--- src/rtl/clk_period_meter.sv ---
// clk_period_meter: measures period and high time of an async signal in CLK100MHZ cycles.
// Optional PERIOD_AVG4_EN averages the reported period over the last four captures.
module clk_period_meter #(
    parameter int CNT_W          = 30,
    parameter int TIMEOUT_CYCLES = 300_000_000,
    parameter int SYNC_STAGES    = 2
) (
    input  logic             CLK100MHZ,
    input  logic             CPU_RESETN,
    input  logic             sig_in,
    output logic             sig_level,
    output logic [CNT_W-1:0] period,
    output logic [CNT_W-1:0] high_time,
    output logic             meas_valid,
    output logic             timeout
);
    localparam logic [CNT_W-1:0] TMO = CNT_W'(TIMEOUT_CYCLES);

    typedef enum logic {S_IDLE, S_RUN} state_t;
    state_t state, state_n;

    logic [SYNC_STAGES-1:0] sync;
    logic [1:0]             lvl_d;
    logic                   rise, lvl, capture, lose, strobe;
    logic [CNT_W-1:0]       cnt, hcnt, cnt_n, hcnt_n, per_n;

    // Edge detect runs one stage behind sig_level; lvl is the matching level for high-time counting.
    assign sig_level = sync[SYNC_STAGES-1];
    assign lvl       = lvl_d[0];
    assign rise      = lvl_d[0] & ~lvl_d[1];
    assign capture   = (state == S_RUN) && rise;
    assign lose      = (state == S_RUN) && !rise && (cnt == TMO);

    always_ff @(posedge CLK100MHZ or negedge CPU_RESETN) begin
        if (!CPU_RESETN) begin
            sync  <= '0;
            lvl_d <= '0;
        end else begin
            sync  <= {sync[SYNC_STAGES-2:0], sig_in};
            lvl_d <= {lvl_d[0], sig_level};
        end
    end

    always_ff @(posedge CLK100MHZ or negedge CPU_RESETN) begin
        if (!CPU_RESETN)
            state <= S_IDLE;
        else
            state <= state_n;
    end

    always_comb begin
        state_n = (state == S_IDLE) ? (rise ? S_RUN : S_IDLE) : (lose ? S_IDLE : S_RUN);
    end

    always_comb begin
        cnt_n  = rise ? CNT_W'(1) : (state == S_RUN && !lose) ? cnt + 1'b1 : '0;
        hcnt_n = rise ? CNT_W'(1) : (state == S_RUN && !lose) ? hcnt + CNT_W'(lvl) : '0;
    end

`ifdef PERIOD_AVG4_EN
    logic [2:0][CNT_W-1:0] hist;
    logic [1:0]            ncap;
    logic [CNT_W+1:0]      sum;

    assign sum    = {2'b0, cnt} + {2'b0, hist[0]} + {2'b0, hist[1]} + {2'b0, hist[2]};
    assign per_n  = sum[CNT_W+1:2];
    assign strobe = capture && (ncap == 2'd3);

    always_ff @(posedge CLK100MHZ or negedge CPU_RESETN) begin
        if (!CPU_RESETN) begin
            hist <= '0;
            ncap <= '0;
        end else if (lose) begin
            hist <= '0;
            ncap <= '0;
        end else if (capture) begin
            hist <= {hist[1:0], cnt};
            ncap <= ncap + 2'(ncap != 2'd3);
        end
    end
`else
    assign per_n  = cnt;
    assign strobe = capture;
`endif

    always_ff @(posedge CLK100MHZ or negedge CPU_RESETN) begin
        if (!CPU_RESETN) begin
            cnt        <= '0;
            hcnt       <= '0;
            period     <= '0;
            high_time  <= '0;
            meas_valid <= 1'b0;
            timeout    <= 1'b0;
        end else begin
            cnt        <= cnt_n;
            hcnt       <= hcnt_n;
            meas_valid <= strobe;
            if (strobe) begin
                period    <= per_n;
                high_time <= hcnt;
                timeout   <= 1'b0;
            end else if (lose) begin
                timeout <= 1'b1;
            end
        end
    end
endmodule

--- config.mk ---
export PLATFORM = sky130hd
export DESIGN_NAME = clk_period_meter
export DESIGN_NICKNAME = d
export VERILOG_FILES = /design/src/rtl/clk_period_meter.sv
export SDC_FILE = /design/constraint.sdc
export NUM_CORES = 1
export LEC_CHECK = 0
export ABC_AREA = 1
export CORE_ASPECT_RATIO = 0.5
export CORE_UTILIZATION = 50
export CTS_BUF_LIST = sky130_fd_sc_hd__clkbuf_8
export CTS_CLUSTER_DIAMETER = 150
export DETAILED_ROUTE_END_ITERATION = 8
export PLACE_DENSITY = 0.73
export SKIP_CTS_REPAIR_TIMING = 1
export SLEW_MARGIN = 20
export SYNTH_ARGS = -nofsm -noshare
export SYNTH_HDL_FRONTEND = slang
export SYNTH_SLANG_ARGS = --single-unit
--- constraint.sdc ---
create_clock -name CLK100MHZ -period 1.4 [get_ports CLK100MHZ]
set_input_delay 0.28 -clock CLK100MHZ [delete_from_list [all_inputs] [get_ports CLK100MHZ]]
set_output_delay 0.28 -clock CLK100MHZ [all_outputs]
set_load 0.02 [all_outputs]
Yosys cells after proc, flatten, opt, wreduce, memory -nomap -nowiden
Index checks and enable logic that the tools add are counted.
Widths: inputs -> output; s select.
{"block": "word_totals", "register_bits": 127, "output_inout_bits": 63}
{"block": "op_classes", "add_sub_neg": 2, "n_eq_ne": 1, "mux": 9, "bitwise_logic": 2, "n_reduce_logical": 7}
{"cell": "$mux 30", "count": 4}
{"cell": "$add 30x1->30", "count": 1}
{"cell": "$add 30x1->30 const B", "count": 1}
{"cell": "$eq 30x29->1 const B", "count": 1}
{"cell": "$mux 1", "count": 5}
{"cell": "$logic_and 1x1->1", "count": 4}
{"cell": "$logic_not 1->1", "count": 2}
{"cell": "$reduce_bool 2->1", "count": 1}
{"cell": "$and 1x1->1", "count": 1}
{"cell": "$not 1->1", "count": 1}

Logic depth before layout (Yosys ltp)
Gate-level depths: netlist of run 1.
{"block": "logic_depth", "depth_word": 9, "mapped_depth": 11}

Least setup slack after synthesis of run 1
Ideal clock, no wire load.
{"block": "synth_timing", "kind": "register -> register", "start": "reg cnt[0]", "end": "reg hcnt[9]", "arrival_ns": 1.403, "t_required_ns": 1.279, "slack_ns": -0.124, "stages_incl_launch_ff": 12, "n_path_buf": 2, "path_cell_list": "dfrtp_1 > inv_1 > ha_1 > inv_1 > nor3_1 > nand2_1 > nor2_1 > nand2_1 > nand3_2 > buf_4 > buf_6 > nor2_1"}
{"block": "synth_via", "elab_chain_cells": 6}
{"item": "start, declared", "line": "25", "rtl": "logic [CNT_W-1:0] cnt, hcnt, cnt_n, hcnt_n, per_n;"}
{"item": "start signal, assigned", "line": "95", "rtl": "cnt <= cnt_n;"}
{"item": "$eq 30x29->1", "line": "32", "rtl": "assign lose = (state == S_RUN) && !rise && (cnt == TMO);"}
{"item": "$logic_and 1x1->1", "line": "32"}
{"item": "$logic_not 1->1", "line": "57", "rtl": "hcnt_n = rise ? CNT_W'(1) : (state == S_RUN && !lose) ? hcnt + CNT_W'(lvl) : '0;"}
{"item": "$logic_and 1x1->1", "line": "57"}
{"item": "$mux 30 (2 in a row)", "line": "57"}
{"item": "via hcnt_n[9]", "line": "25"}
{"item": "end signal, assigned", "line": "96", "rtl": "hcnt <= hcnt_n;"}
{"item": "end, declared", "line": "25"}
The timed path passes the listed nets, and every way through them passes these cells.
A chain may end at the register's enable or synchronous reset.

Worst setup path after layout of run 1
{"block": "layout_timing", "start": "reg cnt[0]", "end": "reg hcnt[2]"}
The elaborated chain is that of the path after synthesis.

==> metrics.md, run 1 <==
| Metric | Value |
|---|---|
| Status | `complete, but fails checks` |
| Violated checks | `setup timing` |
| Final #Nets | `975` |
| Switching Fraction | `27.5%` |
| Multiplexer area fraction after synthesis | `0%` |
| Final min period | `1.62 ns` |
| Sinks on Clock Net | `127` |
| Vias in the first global route | `5460` |
| Setup_tns | `-11.72 ns` |
| Netlist cell types | `23` |
| Post-Synthesis Cells | `793` |
| FF/Latch Area | `0.00318 sq mm` |
| Hold WC Path Type | `in2async` |
| TritonCTS clock tree | `yes` |
| Adder and majority gate portion of the synthesized area | `0.829%` |
| Root Buffer | `clkbuf_8` |
| Crit end category | `register` |
| Fmax | `616 MHz` |
| N_diodes | `0` |
| GRT Util Overall | `26.4%` |
| Internal | `0.00659 W` |
| Maximum fanout along the worst path | `8` |
| Routed WL | `16900 microns` |
| Pwr dens | `1050 mW/mm^2` |
| Crit path top cell by count | `nand2_1` |
| Area growth, synth to finish | `43.9%` |
| Largest net degree at the start of global routing | `41` |
| Clock Latency Late Sink | `0.44 ns` |
| Final Max Slew Viols | `0` |
| CTS buffer count | `17` |
| Most common cell after layout, fill and taps aside | `nand2_1` |
| Die Height | `79.7 microns` |
| Initial antenna violation count | `0` |
| Wire per inst | `14.8 microns` |
| Yosys warnings | `0` |
| DRC errors left | `0` |
| Worst path cell trace | `inv_2 -> ha_4 -> inv_4 -> nor3_4 -> nand2_1 -> nor2_1 -> nand2_1 -> nand3_4 -> clkbuf_16 -> nor2_2` |
| Syn nets | `800` |
| Final Skew | `0.0108 ns` |
| GRT overflow | `0` |
| Worst VDD drop | `0.000584 V` |
| Multi-input logic area | `0.00275 sq mm` |
| Arrival time at the worst endpoint | `1.94 ns` |
| Psw | `0.00249 W` |
| Tot Pwr | `0.00908 W` |
| Layout cell share with drive strength beyond 1 | `21.4%` |
| Crit path max-delay cell type | `dfrtp_1` |
| Synth top area cells | `dfrtp_1 53%, nand2_1 18%, nor2_1 9.9%, inv_1 4.2%, o21ai_0 4.1%` |
| DR pass1 iterations | `5` |
| Iteration-0 DRC count of the detailed router | `287` |
| Synth Area in Simple Gates | `32.3%` |
| Max_slew headroom | `78.2%` |
| Clock share of power | `39.2%` |
| Filler instances | `847` |
| Vias per inst | `5.06` |
| RSZ-0062 raised after global routing | `yes` |
| Worst EP required | `1.72 ns` |
| Crit Path Class | `reg2reg` |
| Leakage | `4.97 nW` |
| Sequential element share of the synthesized area | `52.7%` |
| Syn Std Cell Area | `0.00603 sq mm` |
| Seq pwr share | `43.9%` |
| Remaining antenna violation count | `0` |
| I/O Pins | `66` |
| MaxCap Viol Count | `0` |
| Final worst path period share | `116%` |
| Number of H-tree levels | `4` |
| Vias | `5763` |
| Yosys top cell area share | `52.7%` |
| Core footprint | `0.0114 sq mm` |
| Detailed Place HPWL | `11000 microns` |
| First-pass GRT wire length | `25300 microns` |
| Transition time of the tightest slew-check pin | `0.327 ns` |
| Most frequent cells in the layout | `274 x nand2_1, 130 x nor2_1, 124 x dfrtp_1` |
| Die width | `157 microns` |
| Hold Fails Final Rpt | `0` |
| Post-synthesis register bit count | `127` |
| Post-synth top area cell | `dfrtp_1` |
| RePlAce Congestion | `0.941` |
| CP max stage delay | `0.41 ns` |
| Starting Density | `53.2%` |
| Hold slack | `0.269 ns` |
| Number of placement rows | `27` |
| Post-Synth XOR/XNOR Area | `3.63%` |
| Comb power frac | `16.9%` |
| Die ar. | `0.0125 sq mm` |
| Setup crit start kind | `register` |
| Largest family of logic cells by synthesized area | `simple AND/OR/NAND/NOR gates` |
| Deepest clock path buffer count | `2` |
| Number of port buffers | `65` |
| Avg Cell Area, Syn | `7.61 sq um` |
| Setup WS post-layout | `-0.224 ns` |
| Reg clk slew, reported paths | `0.08 ns` |
| Synth Area in Compound Gates | `4.50%` |
| Setup violators final | `62` |
-- final cells by class --
cell class,instances,area share [%]
Clock buffer,19,3.01
Clock inverter,13,2.15
Inverter,69,3.07
Multi-Input combinational cell,577,31.7
Sequential cell,127,36.6
Tap cell,159,2.29
Timing Repair Buffer,176,21.2
-- critical path: cells and delay by family (launching register included) --
kind / cells / cell delay (ns)
adder cells (fa/ha/maj): 1 / 0.15
flip-flops: 1 / 0.41
AND/OR/NAND/NOR: 6 / 0.60
buffers and inverters: 3 / 0.36
-- sequential cells by signal (all words and copies together) (netlist names) --
signal,flops
cnt,30
state,1
high_time,30
meas_valid,1
period,30
timeout,1
hcnt,30
lvl_d,2
sync,2
-- metrics by stage --
step / cells / util (%) / setup slack [ns] / cell area (sq um)
after floorplan: 793 / - / -0.0288 / 6090
after global placement: 1094 / 67.2 / -0.178 / 7630
after detailed placement: 1094 / 67.2 / -0.231 / 7630
after CTS: 1126 / 71.2 / -0.330 / 8080
after global routing: 1140 / 76.5 / -0.310 / 8680
final: 1140 / 76.5 / -0.224 / 8680
-- metal layers --
metal,GRT usage (%),vias to the layer above,part of all wire [%]
met5,0,-,0
li1,-,2783,-
met2,45.2,164,49
met3,4.61,40,4.5
met1,33.0,2776,44
met4,11.7,0,2.4
-- power groups by stage --
| stage | sequential [W] | clock (W) | combinational, W |
|---|---|---|---|
| 5_1_grt | 0.00400 | 0.00377 | 0.00166 |
| 3_3_place_gp | 0.00402 | 0 | 0.00117 |
| 6_report | 0.00399 | 0.00356 | 0.00154 |
| 4_1_cts | 0.00396 | 0.00358 | 0.00122 |
| 2_1_floorplan | 0.00409 | 0 | 0.000534 |
| 3_5_place_dp | 0.00403 | 0 | 0.00120 |
-- kinds of logic after synthesis --
family	count (synthesis)
flip-flops	127
AO/OA/AOI/OAI	54
adder cells (fa/ha/maj)	4
XOR/XNOR	25
buffers and inverters	89
AND/OR/NAND/NOR	494
-- path summary, 6_finish.rpt --
path / start / to / slack (ns) / cells past startpoint
min in group CLK100MHZ: sig_in / sync[0] / 0.30 / 1
max reg2reg: cnt[0] / hcnt[2] / -0.22 / 10
max: cnt[0] / hcnt[2] / -0.22 / 10
min reg2reg: sync[0] / sync[1] / 0.36 / 0
min: CPU_RESETN / high_time[13] / 0.27 / 2
max in group asynchronous: CPU_RESETN / hcnt[19] / 0.57 / 3
-- cells in the mapped netlist --
cell / n
clkbuf_1: 8
inv_1: 68
nor3_1: 1
nor2_1: 159
ha_1: 4
and2_1: 1
o21ai_0: 49
buf_6: 2
inv_2: 1
nand2_2: 2
o22ai_1: 1
nor2_2: 7
xnor2_1: 2
dfrtp_1: 127
o21ai_1: 4
xor2_1: 23
nand2_1: 284
nand3_2: 1
nand3_1: 36
nand4_1: 1
buf_4: 2
buf_2: 8
nor2_4: 2
Note: power is estimated with default switching activity, not from simulation.
==> run 2, diff against run 1 <==
==> constraint.sdc (replaced) <==
create_clock -name CLK100MHZ -period 1.4 [get_ports CLK100MHZ]
set_input_delay 0.42 -clock CLK100MHZ [delete_from_list [all_inputs] [get_ports CLK100MHZ]]
set_output_delay 0.42 -clock CLK100MHZ [all_outputs]
set_load 0.02 [all_outputs]
==> run 2 against run 1 <==
  * The run still ends with setup timing left
  * Global-route usage is essentially flat
  * Utilization down 0.55 points
  * Setup slack improved by 0.047 ns
  * Clock skew shrank 0.00059 ns
  * Cell area is 0.72% lower
  * Sequential power about the same
  * Sequential cell count did not move
==> metrics.md, run 2 (synthesized netlist as in run 1, its figures left out) <==
| Metric | Value |
|---|---|
| Critical R2R Launch | `cnt[1]` |
| Pwr dens | `975 mW/mm^2 (-6.7%)` |
| Fmax | `634 MHz (+3.0%)` |
| Clock share of power | `34.3% (-4.9 points)` |
| Hold endpoint | `sync[1]` |
| Most common cell after layout, fill and taps aside | `nand2_1` |
| Vias per inst | `4.97 (-1.6%)` |
| Worst VDD drop | `0.000594 V (+1.6%)` |
| Deepest clock path buffer count | `2 (unchanged)` |
| Switching Fraction | `28.5% (+1.0 points)` |
| Maximum fanout along the worst path | `4 (-4)` |
| Number of H-tree levels | `4 (unchanged)` |
| Area growth, synth to finish | `42.9%` |
| Setup WS post-layout | `-0.177 ns (+0.0466 ns)` |
| Core footprint | `0.0114 sq mm (unchanged)` |
| Initial antenna violation count | `0 (unchanged)` |
| Status | `complete, but fails checks` |
| Root Buffer | `clkbuf_8` |
| Arrival time at the worst endpoint | `1.95 ns (about the same)` |
| Wire per inst | `14.6 microns (-1.4%)` |
| CTS buffer count | `17 (unchanged)` |
| Setup_tns | `-7.93 ns (+3.79 ns)` |
| Layout cell share with drive strength beyond 1 | `27.9% (+6.4 points)` |
| Crit end category | `register` |
| Final Max Slew Viols | `0 (unchanged)` |
| Iteration-0 DRC count of the detailed router | `347 (+21%)` |
| Seq pwr share | `47.4% (+3.5 points)` |
| Sinks on Clock Net | `127 (unchanged)` |
| Reg clk slew, reported paths | `0.08 ns (about the same)` |
| Hold_sp | `sync[0]` |
| Number of port buffers | `65 (unchanged)` |
| GRT Util Overall | `26.4% (about the same)` |
| Internal | `0.00602 W (-8.7%)` |
| DRC errors left | `0 (unchanged)` |
| Hold Fails Final Rpt | `0 (unchanged)` |
| Number of placement rows | `27 (unchanged)` |
| Routed WL | `16900 microns (+0.11%)` |
| Leakage | `4.11 nW (-17%)` |
| Final #Nets | `993 (+1.8%)` |
| Largest net degree at the start of global routing | `41 (unchanged)` |
| MaxCap Viol Count | `0 (unchanged)` |
| Vias | `5754 (-0.16%)` |
| Vias in the first global route | `5310 (-2.7%)` |
| I/O Pins | `66 (unchanged)` |
| Final worst path period share | `113% (-3.3 points)` |
| Reg-to-reg slack, setup | `-0.18 ns (+0.05 ns)` |
| Starting Density | `53.2% (unchanged)` |
| Hold slack | `0.367 ns (+0.0970 ns)` |
| First-pass GRT wire length | `25300 microns (+0.14%)` |
| Crit Path Class | `reg2reg` |
| Setup violators final | `70 (+13%)` |
| Remaining antenna violation count | `0 (unchanged)` |
| Hold path depth | `0` |
| Tot Pwr | `0.00841 W (-7.4%)` |
| Clock Latency Late Sink | `0.44 ns (about the same)` |
| Hold WC Path Type | `reg2reg` |
| Transition time of the tightest slew-check pin | `0.388 ns (+0.0605 ns)` |
| Die width | `157 microns (unchanged)` |
| N_diodes | `0 (unchanged)` |
| GRT overflow | `0 (unchanged)` |
| Most frequent cells in the layout | `270 x nand2_1, 140 x nor2_1, 126 x dfrtp_1` |
| RePlAce Congestion | `0.964 (+2.4%)` |
| DR pass1 iterations | `5 (unchanged)` |
| Die Height | `79.7 microns (unchanged)` |
| Worst R2R End | `cnt[26]` |
| Die ar. | `0.0125 sq mm (unchanged)` |
| R2r worst-path depth | `10 (unchanged)` |
| Fin area | `0.00862 sq mm (-0.72%)` |
| Final min period | `1.58 ns (-0.0466 ns)` |
| Comb power frac | `18.3% (+1.4 points)` |
| Placement Cell Area | `0.00764 sq mm (+0.13%)` |
| Post-Place Cells | `1092 (-0.18%)` |
| Setup crit start kind | `register` |
| Finished Layout Cells | `1157 (+1.5%)` |
| Psw | `0.00239 W (-4.0%)` |
| Detailed Place HPWL | `11200 microns (+1.7%)` |
| Violated checks | `setup timing` |
| Worst EP required | `1.77 ns (+0.05 ns)` |
| Max_slew headroom | `74.1% (-4.0 points)` |
| RSZ-0062 raised after global routing | `yes` |
| TritonCTS clock tree | `yes` |
| Final Skew | `0.0102 ns (-0.000592 ns)` |
run 2: cell types whose count changed in the layout (fill, tap and decap cells not counted), moves of 4 or more:
| cell | before | now |
|---|---|---|
| buf_6 | 5 | 66 |
| nand2_1 | 274 | 270 |
| nor2_2 | 23 | 14 |
| inv_1 | 64 | 70 |
| dlymetal6s2s_1 | 63 | 0 |
| buf_4 | 93 | 111 |
| nor2_1 | 130 | 140 |
| buf_12 | 6 | 10 |
| clkinv_4 | 4 | 0 |
run 2: worst max-delay path by stage:
stage	end	cells past startpoint	startpoint
after global routing	cnt[26]	10	cnt[1]
final	cnt[26]	10	cnt[1]
after CTS	sig_level	1	sync[1]
after detailed placement	hcnt[12]	6	lvl_d[0]
after global placement	hcnt[28]	7	hcnt[0]
after floorplan	hcnt[10]	8	lvl_d[0]
run 2: critical path, stage by stage (launching register included):
cell and delay (ns):
dfrtp_1 0.41, ha_2 0.24, nand2_2 0.09, nor2_4 0.16, nand2_4 0.08, nor2_4 0.15
buf_6 0.13, nand2_2 0.05, nand2_1 0.05, nand2_1 0.04, nor2_1 0.10
run 2: per-stage QoR:
step                util, %  worst slack [ns]
floorplan                 -           -0.0288
global placement       67.3            -0.176
detailed placement     67.3            -0.204
CTS                    70.3            -0.457
global route           76.0            -0.280
finish                 76.0            -0.177
run 2: metal layers:
metal | vias to the layer above | share of wire (%) | track usage [%]
li1 | 2821 | - | -
met1 | 2777 | 45 | 34.7
met2 | 135 | 49 | 44.0
met3 | 21 | 4.7 | 5.65
met4 | 0 | 1.4 | 7.86
met5 | - | 0 | 0
run 2: layout make-up:
cell class | instances | area, sq um
fill | 853 | 2730
timing repair buffer | 194 | 1900
clock buffer | 19 | 262
inverter | 69 | 269
tap | 159 | 199
multi-input combinational | 577 | 2730
clock inverter | 12 | 82.6
sequential | 127 | 3180
run 2: power groups by stage:
stage / Clock, W / Sequential, W / Combinational (W)
after floorplan: 0 / 0.00409 / 0.000534
after global placement: 0 / 0.00402 / 0.00119
after detailed placement: 0 / 0.00402 / 0.00121
after CTS: 0.00290 / 0.00396 / 0.00122
after global routing: 0.00308 / 0.00400 / 0.00166
final: 0.00288 / 0.00399 / 0.00154
==> run 3, diff against run 2 <==
--- a/config.mk
+++ b/config.mk
@@ -10,10 +10,10 @@
 export CORE_UTILIZATION = 50
 export CTS_BUF_LIST = sky130_fd_sc_hd__clkbuf_8
 export CTS_CLUSTER_DIAMETER = 150
+export CTS_CLUSTER_SIZE = 24
 export DETAILED_ROUTE_END_ITERATION = 8
 export PLACE_DENSITY = 0.73
 export SKIP_CTS_REPAIR_TIMING = 1
-export SLEW_MARGIN = 20
 export SYNTH_ARGS = -nofsm -noshare
 export SYNTH_HDL_FRONTEND = slang
 export SYNTH_SLANG_ARGS = --single-unit
==> results of run 3 <==
Same layout as run 2: the final DEF is identical, and so are final timing and power.
